File: config.mk
export PLATFORM = sky130hd
export DESIGN_NAME = sample_factor
export DESIGN_NICKNAME = d
export VERILOG_FILES = /design/src/rtl/sample_pkg.sv /design/src/rtl/sample_minsum.sv /design/src/rtl/sample_factor.sv
export SDC_FILE = /design/constraint.sdc
export NUM_CORES = 1
export LEC_CHECK = 0
export ABC_AREA = 1
export CORE_ASPECT_RATIO = 1.75
export CORE_MARGIN = 4
export CORE_UTILIZATION = 48
export CTS_BUF_LIST = sky130_fd_sc_hd__clkbuf_2 sky130_fd_sc_hd__clkbuf_4 sky130_fd_sc_hd__clkbuf_8
export DETAILED_ROUTE_END_ITERATION = 8
export DONT_BUFFER_PORTS = 1
export PLACE_DENSITY_LB_ADDON = 0.25
export SYNTH_ARGS = -nofsm -noshare
export SYNTH_HDL_FRONTEND = slang
export SYNTH_SLANG_ARGS = --single-unit
File: constraint.sdc
create_clock -name Clk -period 10.6 [get_ports Clk]
set_input_delay 0.53 -clock Clk [delete_from_list [all_inputs] [get_ports Clk]]
set_output_delay 0.53 -clock Clk [all_outputs]
set_load 0.005 [all_outputs]
File: src/rtl/sample_pkg.sv
// Shared types and constants for the pairwise min-sum factor node.
package sample_pkg;

    localparam int W_DEF = 8;

    typedef enum logic [2:0] {
        ST_IDLE    = 3'd0,
        ST_WAIT_IN = 3'd1,
        ST_CALC1   = 3'd2,
        ST_CALC2   = 3'd3,
        ST_OUT     = 3'd4
    } state_e;

    // Cost-table index {a,b} for psi[a][b]
    localparam logic [1:0] PSI_00 = 2'd0;
    localparam logic [1:0] PSI_01 = 2'd1;
    localparam logic [1:0] PSI_10 = 2'd2;
    localparam logic [1:0] PSI_11 = 2'd3;

endpackage

File: src/rtl/sample_minsum.sv
// One message direction: two candidate sums per output state, minimised and
// normalised so the smaller of the two results is zero.
module sample_minsum
    import sample_pkg::*;
#(
    parameter int W = W_DEF
) (
    input  logic [W:0]   c0_a,
    input  logic [W:0]   c0_b,
    input  logic [W:0]   c1_a,
    input  logic [W:0]   c1_b,
    output logic [W-1:0] m0,
    output logic [W-1:0] m1
);

    logic [W:0] r0_s;
    logic [W:0] r1_s;
    logic [W:0] rmin_s;

    // Minimum per output state, then subtract the overall minimum; the
    // difference is bounded by the largest cost so it always fits in W bits.
    always_comb begin
        r0_s   = (c0_a < c0_b) ? c0_a : c0_b;
        r1_s   = (c1_a < c1_b) ? c1_a : c1_b;
        rmin_s = (r0_s < r1_s) ? r0_s : r1_s;
        m0     = W'(r0_s - rmin_s);
        m1     = W'(r1_s - rmin_s);
    end

endmodule

File: src/rtl/sample_factor.sv
// Pairwise factor node: holds a 2x2 cost table, runs one min-sum message update
// per accepted input set, counts iterations and flags convergence.
module sample_factor
    import sample_pkg::*;
#(
    parameter int W        = W_DEF,
    parameter int CONV_CNT = 4,
    parameter int MAX_ITER = 255
) (
    input  logic         Clk,
    input  logic         Reset,
    input  logic         Start,
    input  logic         Stop,
    input  logic         Pot_we,
    input  logic [1:0]   Pot_addr,
    input  logic [W-1:0] Pot_data,
    input  logic [W-1:0] varA0_in,
    input  logic [W-1:0] varA1_in,
    input  logic [W-1:0] varB0_in,
    input  logic [W-1:0] varB1_in,
    input  logic         In_valid,
    output logic         In_ready,
    output logic [W-1:0] funA0_out,
    output logic [W-1:0] funA1_out,
    output logic [W-1:0] funB0_out,
    output logic [W-1:0] funB1_out,
    output logic         Out_valid,
    output logic         Converged,
    output logic [7:0]   Iter_cnt,
    output logic         Busy
);

    localparam int             SW       = $clog2(CONV_CNT + 1);
    localparam logic [SW-1:0]  STAB_MAX = SW'(CONV_CNT);
    localparam logic [7:0]     ITER_MAX = 8'(MAX_ITER);

    state_e               state_q, state_d;
    logic [3:0][W-1:0]    psi_q, psi_d;
    logic [1:0][W-1:0]    ma_q, ma_d, mb_q, mb_d;
    logic [3:0][W:0]      sa_q, sa_d, sb_q, sb_d;
    logic [1:0][W-1:0]    fa_q, fa_d, fb_q, fb_d;
    logic [1:0][W-1:0]    na_s, nb_s;
    logic                 same_q, same_d;
    logic                 stop_seen_q, stop_seen_d;
    logic [7:0]           iter_q, iter_d, iter_inc_s;
    logic [SW-1:0]        stab_q, stab_d;
    logic                 conv_q, conv_d;
    logic                 in_ready_q, in_ready_d;
    logic                 out_valid_q, out_valid_d;
    logic                 busy_q, busy_d;

    sample_minsum #(.W(W)) u_to_b (
        .c0_a (sb_q[PSI_00]), .c0_b (sb_q[PSI_10]),
        .c1_a (sb_q[PSI_01]), .c1_b (sb_q[PSI_11]),
        .m0   (nb_s[0]),      .m1   (nb_s[1])
    );

    sample_minsum #(.W(W)) u_to_a (
        .c0_a (sa_q[PSI_00]), .c0_b (sa_q[PSI_01]),
        .c1_a (sa_q[PSI_10]), .c1_b (sa_q[PSI_11]),
        .m0   (na_s[0]),      .m1   (na_s[1])
    );

    // Next-state, datapath and counter logic for the update sequence
    always_comb begin
        state_d     = state_q;
        psi_d       = psi_q;
        ma_d        = ma_q;
        mb_d        = mb_q;
        sa_d        = sa_q;
        sb_d        = sb_q;
        fa_d        = fa_q;
        fb_d        = fb_q;
        same_d      = same_q;
        stop_seen_d = stop_seen_q;
        iter_d      = iter_q;
        stab_d      = stab_q;
        conv_d      = conv_q;
        iter_inc_s  = (iter_q == ITER_MAX) ? iter_q : iter_q + 8'd1;

        case (state_q)
            ST_IDLE: begin
                if (Pot_we) begin
                    psi_d[Pot_addr] = Pot_data;
                end else begin
                    psi_d = psi_q;
                end
                if (Start) begin
                    state_d = ST_WAIT_IN;
                    iter_d  = 8'd0;
                    stab_d  = '0;
                    conv_d  = 1'b0;
                end else begin
                    state_d = ST_IDLE;
                end
            end
            ST_WAIT_IN: begin
                if (Stop) begin
                    state_d = ST_IDLE;
                end else if (In_valid && in_ready_q) begin
                    state_d     = ST_CALC1;
                    ma_d        = {varA1_in, varA0_in};
                    mb_d        = {varB1_in, varB0_in};
                    stop_seen_d = 1'b0;
                end else begin
                    state_d = ST_WAIT_IN;
                end
            end
            ST_CALC1: begin
                sb_d[PSI_00] = {1'b0, psi_q[PSI_00]} + {1'b0, ma_q[0]};
                sb_d[PSI_01] = {1'b0, psi_q[PSI_01]} + {1'b0, ma_q[0]};
                sb_d[PSI_10] = {1'b0, psi_q[PSI_10]} + {1'b0, ma_q[1]};
                sb_d[PSI_11] = {1'b0, psi_q[PSI_11]} + {1'b0, ma_q[1]};
                sa_d[PSI_00] = {1'b0, psi_q[PSI_00]} + {1'b0, mb_q[0]};
                sa_d[PSI_01] = {1'b0, psi_q[PSI_01]} + {1'b0, mb_q[1]};
                sa_d[PSI_10] = {1'b0, psi_q[PSI_10]} + {1'b0, mb_q[0]};
                sa_d[PSI_11] = {1'b0, psi_q[PSI_11]} + {1'b0, mb_q[1]};
                stop_seen_d  = stop_seen_q | Stop;
                state_d      = ST_CALC2;
            end
            ST_CALC2: begin
                fa_d        = na_s;
                fb_d        = nb_s;
                same_d      = (na_s == fa_q) && (nb_s == fb_q);
                stop_seen_d = stop_seen_q | Stop;
                state_d     = ST_OUT;
            end
            ST_OUT: begin
                iter_d = iter_inc_s;
                if (same_q) begin
                    stab_d = (stab_q == STAB_MAX) ? stab_q : stab_q + SW'(1);
                end else begin
                    stab_d = '0;
                end
                conv_d = conv_q | (stab_d == STAB_MAX);
                // A stop raised any time since accept, or hitting the cap, ends the run
                if (stop_seen_q || Stop || (iter_inc_s == ITER_MAX)) begin
                    state_d = ST_IDLE;
                end else begin
                    state_d = ST_WAIT_IN;
                end
            end
            default: begin
                state_d = ST_IDLE;
            end
        endcase

        in_ready_d  = (state_d == ST_WAIT_IN);
        out_valid_d = (state_d == ST_OUT);
        busy_d      = (state_d != ST_IDLE);
    end

    // State and output registers
    always_ff @(posedge Clk or negedge Reset) begin
        if (!Reset) begin
            state_q     <= ST_IDLE;
            psi_q       <= '0;
            ma_q        <= '0;
            mb_q        <= '0;
            sa_q        <= '0;
            sb_q        <= '0;
            fa_q        <= '0;
            fb_q        <= '0;
            same_q      <= 1'b0;
            stop_seen_q <= 1'b0;
            iter_q      <= 8'd0;
            stab_q      <= '0;
            conv_q      <= 1'b0;
            in_ready_q  <= 1'b0;
            out_valid_q <= 1'b0;
            busy_q      <= 1'b0;
        end else begin
            state_q     <= state_d;
            psi_q       <= psi_d;
            ma_q        <= ma_d;
            mb_q        <= mb_d;
            sa_q        <= sa_d;
            sb_q        <= sb_d;
            fa_q        <= fa_d;
            fb_q        <= fb_d;
            same_q      <= same_d;
            stop_seen_q <= stop_seen_d;
            iter_q      <= iter_d;
            stab_q      <= stab_d;
            conv_q      <= conv_d;
            in_ready_q  <= in_ready_d;
            out_valid_q <= out_valid_d;
            busy_q      <= busy_d;
        end
    end

    assign In_ready  = in_ready_q;
    assign Out_valid = out_valid_q;
    assign Busy      = busy_q;
    assign Converged = conv_q;
    assign Iter_cnt  = iter_q;
    assign funA0_out = fa_q[0];
    assign funA1_out = fa_q[1];
    assign funB0_out = fb_q[0];
    assign funB1_out = fb_q[1];

endmodule
# == After elaboration in Yosys (flattened, before gate mapping) ==
# Cells that the tools add are included.
# W data, S select, Z words.
# word_totals
ram_bits,0
out_inout_bits,44
input_bits,48
reg_bits,188
romBits,0
memories,0
latch_bits,0
# classes
div_mod_pow,0
shift,0
add_sub_neg,14
bitwise_logic,3
eq_ne,15
reduce_logical,14
n_mul,0
magnitude_cmp,8
mux,27
# ops
operator,n
$add A8 B8 Y9,8
$lt A9 B9 Y1,6
$mux W8,5
$mux W9,4
$bwmux W32,1
$eq A16 B16 Y1,2
$sub A8 B8 Y8,4
$demux W8 S2,1
$eq A8 B8 Y1 const B,2
$pmux W8 S2,1
$pmux W3 S5,1
$eq A3 B3 Y1 const B,4
$mux W3,4
$add A8 B1 Y8 const B,1
$eq A3 B1 Y1 const B,2
$eq A3 B2 Y1 const B,2
$ne A2 B2 Y1 const B,3
$pmux W3 S2,1
$reduce_and A3 Y1,2
$mux W1,5
$mux W2,2
$pmux W1 S2,2
$reduce_and A2 Y1,2
$reduce_bool A2 Y1,2
other kinds (10),14

# == Longest topological paths before layout ==
# Gate-level depths: netlist of run 1.
# depth
ltp_word,7
mapped_depth,40

# == Modules after synthesis ==
# From an unflattened synthesis of run 1, not the netlist that was laid out.
# hier_totals
cells_unflattened,1785
area_unflattened_um2,13746.9
# by_module_without_submodules
module,seq_area_each_um2,cells_each,area_each_um2,n_inst
sample_factor,4704.5,1190,10144.7,1
sample_minsum at u_to_b,0.0,298,1830.5,1
sample_minsum at u_to_a,0.0,297,1771.7,1

# == Least setup slack after synthesis of run 1 ==
# No wires, ideal clock.
# synth_timing
path_kind,register to register
startpoint,register sa_q[26] (netlist bit)
endpoint,register same_q
path_buffers,2
required_ns,10.535
period_less_slack_ns,5.265
setup_ns,0.065
arrival_ns,5.199
slack_ns,5.335
path_stages_with_launch,38
cell_sequence,dfrtp_1 > ha_1 > nand2_1 > nor2_1 > o211ai_1 > nand3_1 > clkbuf_1 > nand2_1 > o21ai_0 > inv_1 > ha_1 > a21oi_1 > a21boi_0 > nand2_1 > nand2_1 > nand2_1 > nand2_1 > nand2_1 > [2 not listed] > ha_1 > inv_1 > fa_1 > xor2_1 > xor2_1 > a21oi_1 > nand4_1 > a211oi_1 > nand4_1 > a211oi_1 > nand2_1 > nor2_1 > nand3_1 > nor2_1 > nand3_1 > nor2_1 > nand3_1 > nand2_1
# synth_via
elab_chain_cells,7
elab_cells_between_ends,8
cone_classes,add/sub (2); order compare (2); eq/ne (1); mux (2); reduce/logical (1)
# synth_lines
element,line_no,rtl
from (decl),sample_factor.sv:40,"logic [3:0][W:0] sa_q, sa_d, sb_q, sb_d;"
from (signal assigned),sample_factor.sv:160,sa_q <= '0;
from (signal assigned),sample_factor.sv:177,sa_q <= sa_d;
$lt A9 B9 Y1,sample_minsum.sv:24,r1_s = (c1_a < c1_b) ? c1_a : c1_b;
$mux W9 *,sample_minsum.sv:24,
$lt A9 B9 Y1,sample_minsum.sv:25,rmin_s = (r0_s < r1_s) ? r0_s : r1_s;
$mux W8,sample_minsum.sv:25,
"$sub A8 B8 Y8, on equally long branches","sample_minsum.sv:26, sample_minsum.sv:27",
$eq A16 B16 Y1 *,sample_factor.sv:124,same_d = (na_s == fa_q) && (nb_s == fb_q);
$logic_and A1 B1 Y1 *,sample_factor.sv:124,
to (signal assigned),sample_factor.sv:181,same_q <= same_d;
to (decl),sample_factor.sv:43,"logic same_q, same_d;"
# Mark *: on every way between the ends. The rest lies on a longest branch, timed or not.
# A chain may end at the register's enable or synchronous reset.

# == Worst setup path in the final report of run 1 ==
# layout_timing
startpoint,register sa_q[31] (netlist bit)
endpoint,register same_q
# The elaborated chain is that of the path after synthesis.

==> impl_metrics.py, run 1 <==
metrics = {
    "place": {
        "portBuffers": 0,
        "post-place-ws_ns": 4.33,
        "dpl_cell_area_sq_mm": 0.0135,
        "place.gp.congestion": 0.911,
        "dp_hpwl_mm": 26.7,
    },
    "clock_network": {
        "hold_buffers": 1,
        "cts.htree.levels": 4,
        "cts_buffers": 17,
        "cts_buffer_depth": 2,
        "clkSinkCount": 188,
        "cts_tree": "yes",
        "cts_resized": 0,
        "cts_setup_buffers": 0,
        "worstSkewPairLatency_ns": 0.51,
        "clockRootBuffer": "clkbuf_8",
        "clk_pin_slew_ns": 0.11,
    },
    "timing": {
        "slew_headroom_pct": 33.8,
        "fin_skew_ns": 0.0187,
        "finalHoldViolations": 0,
        "worst_slack_ns": 4.33,
        "setup_tns_ns": 0,
        "slew_viol_final": 0,
        "fmax_mhz": 160,
        "rsz0062_at_grt": "no",
        "fin_crit_ns": 6.27,
        "worstMarginPinSlew_ns": 0.993,
        "fin_crit_sh_pct": 59.1,
        "setup_viol": 0,
    },
    "setup_path": {
        "crit-reg2reg-launch": "sa_q[31]",
        "worst-path-max-fanout": 18,
        "path_buf_inv": 3,
        "r2r_slack_ns": 4.33,
        "worst_path_most_repeated_cell": "nand2_1",
        "r2r_end": "same_q",
        "crit_family": "compound AO/OA/AOI/OAI gates",
        "critPathLaunchType": "flip-flop",
        "max_stage_delay_ns": 0.60,
        "cp.required_ns": 11.05,
        "crit_slowest_cell": "o21ai_0",
        "r2r_cells": 35,
        "worstSetupPathType": "reg -> reg",
        "cp_data_arrival_time_ns": 6.72,
        "crit_path_end_kind": "flip-flop",
    },
    "die": {
        "rows": 79,
        "coreArea_sq_mm": 0.0268,
        "initial_core_util_pct": 48.9,
        "dieArea_sq_mm": 0.0301,
        "ios": 92,
        "die_width_um": 133,
        "die_h_um": 227,
    },
    "route": {
        "drt_wl_total_mm": 33.2,
        "drc": 0,
        "drt-initial-drc-count": 511,
        "drtPass1Iterations": 5,
        "wl_per_cell_um": 16.1,
        "ant_nets": 0,
        "avgViaCountPerCell": 5.17,
        "via_count": 10700,
    },
    "synth": {
        "postSynthCellCount": 1698,
        "ys_ff_latch": 188,
        "syn_area_sq_mm": 0.0131,
        "synth_fp_nets": 1892,
        "ys.flop_type": "dfrtp_1",
        "yosysWarnings": 0,
        "async_flop_share_pct": 100,
        "seq_area_frac_synth_pct": 35.9,
        "synth-edff-count": 0,
        "syn_avg_cell_area_sq_um": 7.71,
        "ys_types": 44,
    },
    "final_layout": {
        "final_cell_area_sq_mm": 0.0139,
        "nets": 1885,
        "layout_common_cells": "nand2_1 (428), inv_1 (230), dfrtp_1 (188)",
        "layout_commonest_cell": "nand2_1",
        "num_antenna_cells": 0,
        "syn_to_final_growth_pct": 6.19,
        "n_fill_cell": 2619,
        "drive_gt1_share_pct": 6.92,
    },
    "grt": {
        "grt_antenna_before_repair": 0,
        "grt_pass1_wl_mm": 54.3,
        "overflow": 0,
        "grt_pass1_vias": 10700,
        "grt_max_degree": 189,
        "grt_util_all_layers_pct": 23.0,
    },
    "hold_path": {
        "hold_class": "in -> async",
    },
    "job": {
        "cap_violations": 0,
    },
    "run_status": {
        "status": "complete, no violations",
    },
}
-- cell usage after synthesis, drive strengths merged (10+ instances only) --
library cell / number / share of area [%]
nand3: 64 / 3.0
nand3b: 11 / 0.63
clkbuf: 34 / 0.97
dfrtp: 188 / 36
nor2: 188 / 5.7
mux2: 28 / 2.4
fa: 10 / 1.5
a21oi: 43 / 2.0
inv: 236 / 6.8
o22ai: 16 / 0.76
o21ai: 160 / 6.1
ha: 136 / 13
nor3: 14 / 0.54
a211oi: 19 / 1.1
xnor2: 15 / 1.0
nand4: 22 / 1.1
xor2: 36 / 2.5
nand2: 443 / 13
-- layer usage --
| metal | global-route usage [%] | wire (um) |
|---|---|---|
| met5 | 0 | 0 |
| met2 | 41.6 | 17000 |
| met1 | 25.1 | 12900 |
| met4 | 13.8 | 2140 |
| met3 | 4.13 | 1200 |
-- through the flow --
stage,utilization [%],hold slack [ns],instances
final,51.9,0.00925,2068
after global routing,51.9,0.0850,2068
after CTS,51.9,0.0857,2068
after detailed placement,50.3,0.240,2035
after global placement,50.3,0.239,2035
after floorplan,-,0.234,1698
-- state kept, by name, indices dropped and copies added (netlist names) --
name,count
Busy,1
state_q,3
Iter_cnt,8
funA0_out,8
same_q,1
ma_q,16
psi_q,32
funB0_out,8
mb_q,16
stab_q,3
Out_valid,1
stop_seen_q,1
funB1_out,8
sa_q,36
sb_q,36
In_ready,1
funA1_out,8
Converged,1
-- worst max path at each step --
stage,start,to,slack [ns],cells past startpoint
3_3_place_gp,sa_q[26],same_q,4.50,33
3_5_place_dp,sa_q[26],same_q,4.33,32
2_1_floorplan,sa_q[26],same_q,5.34,37
4_1_cts,sa_q[26],same_q,4.32,33
6_report,sa_q[31],same_q,4.33,35
5_1_grt,sa_q[26],same_q,3.46,33
-- cell families after synthesis --
kind of cell               count (synthesis)  synth area share [%]
and+or+nand+nor                          746                  24.1
AOI/OAI and AO/OA                        266                  11.6
buffers and inverters                    273                  8.01
DFF                                      188                  35.9
adders and majority gates                146                  14.5
xor gates and xnor gates                  51                  3.47
muxes                                     28                  2.41
-- cell type report --
class / instances / area [sq um] / area share (%)
Clock buffer: 19 / 249 / 1.79
Clock inverter: 13 / 158 / 1.13
Inverter: 237 / 890 / 6.40
Multi-Input combinational cell: 1237 / 7360 / 52.9
Sequential cell: 188 / 4700 / 33.8
Tap cell: 364 / 455 / 3.27
Timing Repair Buffer: 10 / 95.1 / 0.684
Power of run 1 is not shown: default switching activity piles up to over one toggle a cycle in this logic, so the estimate is an artifact.
==> run 2, diff against run 1 <==
--- a/config.mk
+++ b/config.mk
@@ -5,7 +5,7 @@
 export SDC_FILE = /design/constraint.sdc
 export NUM_CORES = 1
 export LEC_CHECK = 0
-export ABC_AREA = 1
+export ABC_AREA = 0
 export CORE_ASPECT_RATIO = 1.75
 export CORE_MARGIN = 4
 export CORE_UTILIZATION = 48
==> constraint.sdc (replaced) <==
create_clock -name Clk -period 5.11 [get_ports Clk]
set_input_delay 0.2555 -clock Clk [delete_from_list [all_inputs] [get_ports Clk]]
set_output_delay 0.2555 -clock Clk [all_outputs]
set_load 0.005 [all_outputs]
==> run 2 against run 1 <==
  * The flow now finishes with violations (setup timing)
  * Sequential share of layout area is 5.0 points lower
  * Synthesized area hardly changed
  * Global-route usage increased by 0.82 points
  * First-iteration DRC count is 2.5% lower
  * Worst hold slack gained 0.067 ns
  * Non-clock buffer count increased by 254
  * Sequential cell count is the same
  * Cell area rose by 17%
  * Register-to-register slack lost 5.6 ns
  * Wire length rose by 7.0%
  * Setup slack got worse by 5.6 ns
  * Critical endpoint unchanged
==> impl_metrics.py, run 2 <==
metrics = {
    "run_status": {
        "status": "complete, but fails checks",
        "violations": "setup timing",
    },
    "timing": {
        "rsz0062_at_grt": "yes",
        "slew_headroom_pct": 34.5,
        "fin_crit_sh_pct": 125,
        "worstMarginPinSlew_ns": 0.983,
        "fin_skew_ns": 0.0155,
        "fmax_mhz": 157,
        "finalHoldViolations": 0,
        "fin_crit_ns": 6.39,
        "setup_viol": 6,
        "slew_viol_final": 0,
        "worst_slack_ns": -1.28,
    },
    "final_layout": {
        "n_fill_cell": 2271,
        "layout_commonest_cell": "nand2_1",
        "nets": 1863,
        "drive_gt1_share_pct": 23.7,
        "layout_common_cells": "nand2_1 (235), buf_4 (211), dfrtp_1 (188)",
        "syn_to_final_growth_pct": 24.4,
        "instances_no_fill": 2046,
        "largestRegisters": "sa_q (36), sb_q (36), psi_q (32)",
    },
    "die": {
        "ios": 92,
        "initial_core_util_pct": 48.9,
        "die_width_um": 133,
        "rows": 79,
        "dieArea_sq_mm": 0.0301,
        "die_h_um": 227,
        "coreArea_sq_mm": 0.0268,
    },
    "hold_path": {
        "hold_class": "in -> reg",
        "hold_path_depth": 3,
        "hold_start": "Start",
    },
    "setup_path": {
        "worst-path-max-fanout": 5,
        "cp_data_arrival_time_ns": 6.81,
        "r2r_end": "same_q",
        "r2r_cells": 31,
        "worstSetupStartpoint": "sa_q[19]",
        "crit_path_end_kind": "flip-flop",
        "crit_slowest_cell": "or4_4",
        "crit-reg2reg-launch": "sa_q[19]",
        "max_stage_delay_ns": 0.45,
        "setup.worst_path.end": "same_q",
        "critPathLaunchType": "flip-flop",
        "r2r_slack_ns": -1.28,
        "worstSetupPathType": "reg -> reg",
        "cp.required_ns": 5.54,
    },
    "grt": {
        "overflow": 0,
        "grt_pass1_wl_mm": 56.3,
        "grt_max_degree": 189,
        "grt_antenna_before_repair": 1,
        "grt_util_all_layers_pct": 23.9,
        "grt_pass1_vias": 11200,
    },
    "synth": {
        "syn_area_sq_mm": 0.0131,
        "synth_top_area_share_pct": 35.9,
        "yosysMostFrequentCell": "nand2_1",
        "synth-edff-count": 0,
        "syn_avg_cell_area_sq_um": 9.17,
        "postSynthCellCount": 1429,
        "async_flop_share_pct": 100,
        "synth_area_leaders": "dfrtp_1 (36%), ha_1 (13%), nand2_1 (6.8%), o21ai_0 (5.6%), mux2_2 (4.8%)",
        "synth_fp_nets": 1623,
        "seq_area_frac_synth_pct": 35.9,
        "ys_types": 73,
        "yosysTopAreaCell": "dfrtp_1",
        "ys.flop_type": "dfrtp_1",
        "yosysWarnings": 0,
        "yosys-top-cells-count": "nand2_1 (236), dfrtp_1 (188), o21ai_0 (147), ha_1 (136), inv_1 (93)",
        "ys_ff_latch": 188,
    },
    "clock_network": {
        "clockRootBuffer": "clkbuf_8",
        "worstSkewPairLatency_ns": 0.51,
        "clk_pin_slew_ns": 0.10,
        "cts.htree.levels": 4,
        "clkSinkCount": 188,
        "cts_buffers": 17,
        "cts_tree": "yes",
        "cts_buffer_depth": 2,
    },
    "route": {
        "drtPass1Iterations": 5,
        "drt-initial-drc-count": 498,
        "drc": 0,
        "via_count": 11000,
        "drt_wl_total_mm": 35.6,
        "ant_nets": 0,
        "avgViaCountPerCell": 5.36,
        "wl_per_cell_um": 17.4,
    },
    "place": {
        "portBuffers": 0,
        "dp_hpwl_mm": 27.9,
        "dp_cells": 1951,
        "post-place-ws_ns": -1.71,
        "place.gp.congestion": 0.960,
    },
    "job": {
        "cap_violations": 0,
    },
}
==> run 2: changes by cell type after synthesis, sizes merged, moves of 21 or more <==
cell   before  now
mux2       28   58
nand2     443  236
nor2b       0   21
a21oi      43   90
nor2      188   44
a21o        2   37
inv       236   93
nand3      64   19
xnor2      15   63
mux2i       0   23
==> run 2: cells by family after synthesis <==
logic type	count (synthesis)	share of synthesized area, %
and+or+nand+nor	399	13.7
AOI/OAI and AO/OA	367	17.2
DFF	188	35.9
adders and majority gates	146	14.5
buffers and inverters	137	3.98
xor gates and xnor gates	111	7.80
muxes	81	6.86
==> run 2: layout make-up <==
cell class | count | area (sq um) | share of cell area [%]
multi-input combinational | 1104 | 8260 | 50.7
sequential | 188 | 4700 | 28.9
timing repair buffer | 264 | 2150 | 13.2
tap | 364 | 455 | 2.80
inverter | 94 | 353 | 2.17
clock buffer | 17 | 234 | 1.44
clock inverter | 14 | 140 | 0.860
antenna | 1 | 2.50 | 0.0154
==> run 2: how the worst min path moves through the flow <==
stage,to
6_report,Converged
5_1_grt,Iter_cnt[6]
4_1_cts,Converged
3_5_place_dp,Iter_cnt[1]
3_3_place_gp,Iter_cnt[0]
2_1_floorplan,Busy
==> run 2: critical path, delay by kind of cell, from the launching register on <==
family | cells | cell delay (ns)
AOI/OAI and AO/OA | 12 | 2.02
and+or+nand+nor | 9 | 1.68
adders and majority gates | 4 | 1.19
DFF | 1 | 0.39
xor gates and xnor gates | 2 | 0.38
buffers and inverters | 3 | 0.37
muxes | 1 | 0.24
==> run 2: routing by layer <==
| metal | up-vias | GRT usage, % | part of all wire (%) |
|---|---|---|---|
| li1 | 5462 | - | - |
| met1 | 5187 | 25.1 | 38 |
| met2 | 227 | 43.4 | 52 |
| met3 | 97 | 4.00 | 3.1 |
| met4 | 0 | 15.8 | 6.9 |
| met5 | - | 0 | 0 |
==> run 2: timing repair <==
item | 4_1_cts | 5_1_grt
hold endpoints to repair | 253 | 0
hold buffers | 43 | 0
pin swaps | 13 | 26
setup endpoints to repair | 10 | 13
resized for setup | 41 | 48
buffers inserted | 13 | 14
==> run 2: stage by stage <==
stage / TNS (ns) / instance area [sq um] / utilization [%] / hold WS, ns
3_5_place_dp: -4.20 / 15000 / 56.0 / -0.0352
2_1_floorplan: -1.22 / 13200 / - / -0.0401
5_1_grt: -4.60 / 16300 / 60.8 / 0.0578
6_report: -1.97 / 16300 / 60.8 / 0.0759
3_3_place_gp: -3.30 / 15000 / 56.0 / -0.0357
4_1_cts: -1.69 / 16000 / 59.9 / 0.0402
Power of run 2 is left out for the same reason.
==> run 3, diff against run 2 <==
==> constraint.sdc (replaced) <==
create_clock -name Clk -period 5.5 [get_ports Clk]
set_input_delay 0.275 -clock Clk [delete_from_list [all_inputs] [get_ports Clk]]
set_output_delay 0.275 -clock Clk [all_outputs]
set_load 0.005 [all_outputs]
==> run 3 against run 2 <==
  * First-iteration DRC count down 29%
  * Die area stayed put
  * Register-to-register slack improved by 0.26 ns
  * Clock skew increased by 0.00089 ns
  * Utilization down 0.62 points
  * The run still ends with setup timing left
  * Non-clock buffer count shrank 11
  * Count of clock-buffer cells in the layout up 6
  * Critical path depth did not move
  * Worst hold slack improved by 0.030 ns
  * Maximum frequency fell by 2.0%
  * Setup slack better by 0.26 ns
  * Largest cell class unchanged
==> impl_metrics.py, run 3 (same netlist as run 2, synthesis figures left out) <==
metrics = {
    "final_layout": {
        "nets": 1852,
        "largestRegisters": "sa_q (36), sb_q (36), psi_q (32)",
        "layout_commonest_cell": "nand2_1",
        "layout_common_cells": "nand2_1 (235), buf_4 (208), dfrtp_1 (188)",
        "drive_gt1_share_pct": 21.9,
        "instances_no_fill": 2036,
        "syn_to_final_growth_pct": 23.1,
        "final_util_pct": 60.2,
    },
    "die": {
        "initial_core_util_pct": 48.9,
        "dieArea_sq_mm": 0.0301,
        "coreArea_sq_mm": 0.0268,
        "die_width_um": 133,
        "rows": 79,
        "die_h_um": 227,
        "ios": 92,
    },
    "setup_path": {
        "worst-path-max-fanout": 5,
        "r2r_end": "same_q",
        "cp_data_arrival_time_ns": 6.93,
        "worstSetupPathType": "reg -> reg",
        "r2r_cells": 31,
        "max_stage_delay_ns": 0.45,
        "crit_slowest_cell": "or4_4",
        "cp.required_ns": 5.91,
        "crit-reg2reg-launch": "sa_q[19]",
        "r2r_slack_ns": -1.02,
        "crit_path_end_kind": "flip-flop",
        "critPathLaunchType": "flip-flop",
    },
    "route": {
        "drtPass1Iterations": 5,
        "wl_per_cell_um": 17.0,
        "drt_wl_total_mm": 34.7,
        "via_count": 10900,
        "avgViaCountPerCell": 5.34,
        "drt-initial-drc-count": 356,
        "drc": 0,
        "ant_nets": 0,
    },
    "timing": {
        "setup_viol": 1,
        "slew_headroom_pct": 19.2,
        "rsz0062_at_grt": "yes",
        "finalHoldViolations": 0,
        "setup_tns_ns": -1.02,
        "fin_crit_ns": 6.52,
        "fmax_mhz": 153,
        "worstMarginPinSlew_ns": 1.20,
        "worst_slack_ns": -1.02,
        "fin_skew_ns": 0.0164,
        "fin_crit_sh_pct": 119,
        "slew_viol_final": 0,
    },
    "clock_network": {
        "clockRootBuffer": "clkbuf_8",
        "cts.htree.levels": 4,
        "cts_tree": "yes",
        "clk_pin_slew_ns": 0.10,
        "clkSinkCount": 188,
        "cts_buffers": 17,
        "worstSkewPairLatency_ns": 0.50,
        "cts_buffer_depth": 2,
    },
    "grt": {
        "grt_util_all_layers_pct": 23.7,
        "grt_pass1_vias": 11100,
        "use_met2_pct": 43.1,
        "grt_max_degree": 189,
        "top_usage_layer": "met2",
        "use_met1_pct": 25.2,
        "overflow": 0,
        "grt_util_met3_pct": 4.35,
        "grt_antenna_before_repair": 1,
        "grt_pass1_wl_mm": 56.2,
    },
    "hold_path": {
        "hold_start": "Start",
        "hold_path_end": "Iter_cnt[6]",
        "hold_class": "in -> reg",
        "hold_path_depth": 2,
    },
    "place": {
        "portBuffers": 0,
        "place.gp.congestion": 0.907,
        "dp_cells": 1952,
        "dp_hpwl_mm": 27.7,
    },
    "run_status": {
        "status": "complete, but fails checks",
        "violations": "setup timing",
    },
    "job": {
        "cap_violations": 0,
    },
}
run 3: changes by cell type in the layout (fill, tap and decap cells not counted), sizes merged:
cell	before	now
buf	222	211
bufinv	1	5
clkbuf	17	23
clkinv	7	1
inv	98	95
run 3: layout make-up:
cell class                      instances  area [sq um]
Tap cell                              364           455
Clock inverter                          9           183
Antenna cell                            1          2.50
Inverter                               94           353
Timing Repair Buffer                  253          2030
Multi-Input combinational cell       1104          8110
Sequential cell                       188          4700
Clock buffer                           23           292
Fill cell                            2339         10700
run 3: worst max path at each step:
stage / slack, ns / endpoint / startpoint / cells after the start
final: -1.02 / same_q / sa_q[19] / 31
after global routing: -1.38 / same_q / sa_q[19] / 31
after CTS: -1.03 / same_q / sa_q[19] / 31
after detailed placement: -1.48 / same_q / sa_q[19] / 31
after global placement: -1.21 / same_q / sa_q[19] / 31
after floorplan: -0.81 / same_q / sb_q[6] / 30
run 3: through the flow:
step                setup WS, ns  instance area, sq um  hold slack, ns
global placement           -1.21                 15000         -0.0163
detailed placement         -1.48                 15000         -0.0153
global route               -1.38                 16100          0.0940
floorplan                 -0.806                 13200         -0.0206
CTS                        -1.03                 16000          0.0662
finish                     -1.02                 16100           0.106
run 3: per-layer routing:
metal | vias to the layer above | part of all wire, %
li1 | 5439 | -
met1 | 5105 | 38
met2 | 228 | 52
met3 | 97 | 3.3
met4 | 0 | 6.5
met5 | - | 0
run 3: timing repair:
action / 4_1_cts / 5_1_grt
hold buffers: 43 / 0
setup endpoints to repair: 5 / 8
resized for setup: 17 / 31
endpoints found under the hold margin: 253 / 0
buffers inserted: 3 / 6
pin swaps: 2 / 16
run 3: critical path: cells and delay by family (launching register included):
kind	cells	cell delay [ns]
buffers and inverters	3	0.40
multiplexers	1	0.24
AND/OR/NAND/NOR	9	1.78
XOR/XNOR	2	0.39
adder cells (fa/ha/maj)	4	1.12
flip-flops	1	0.42
AO/OA/AOI/OAI	12	2.09
Power of run 3 is left out for the same reason.
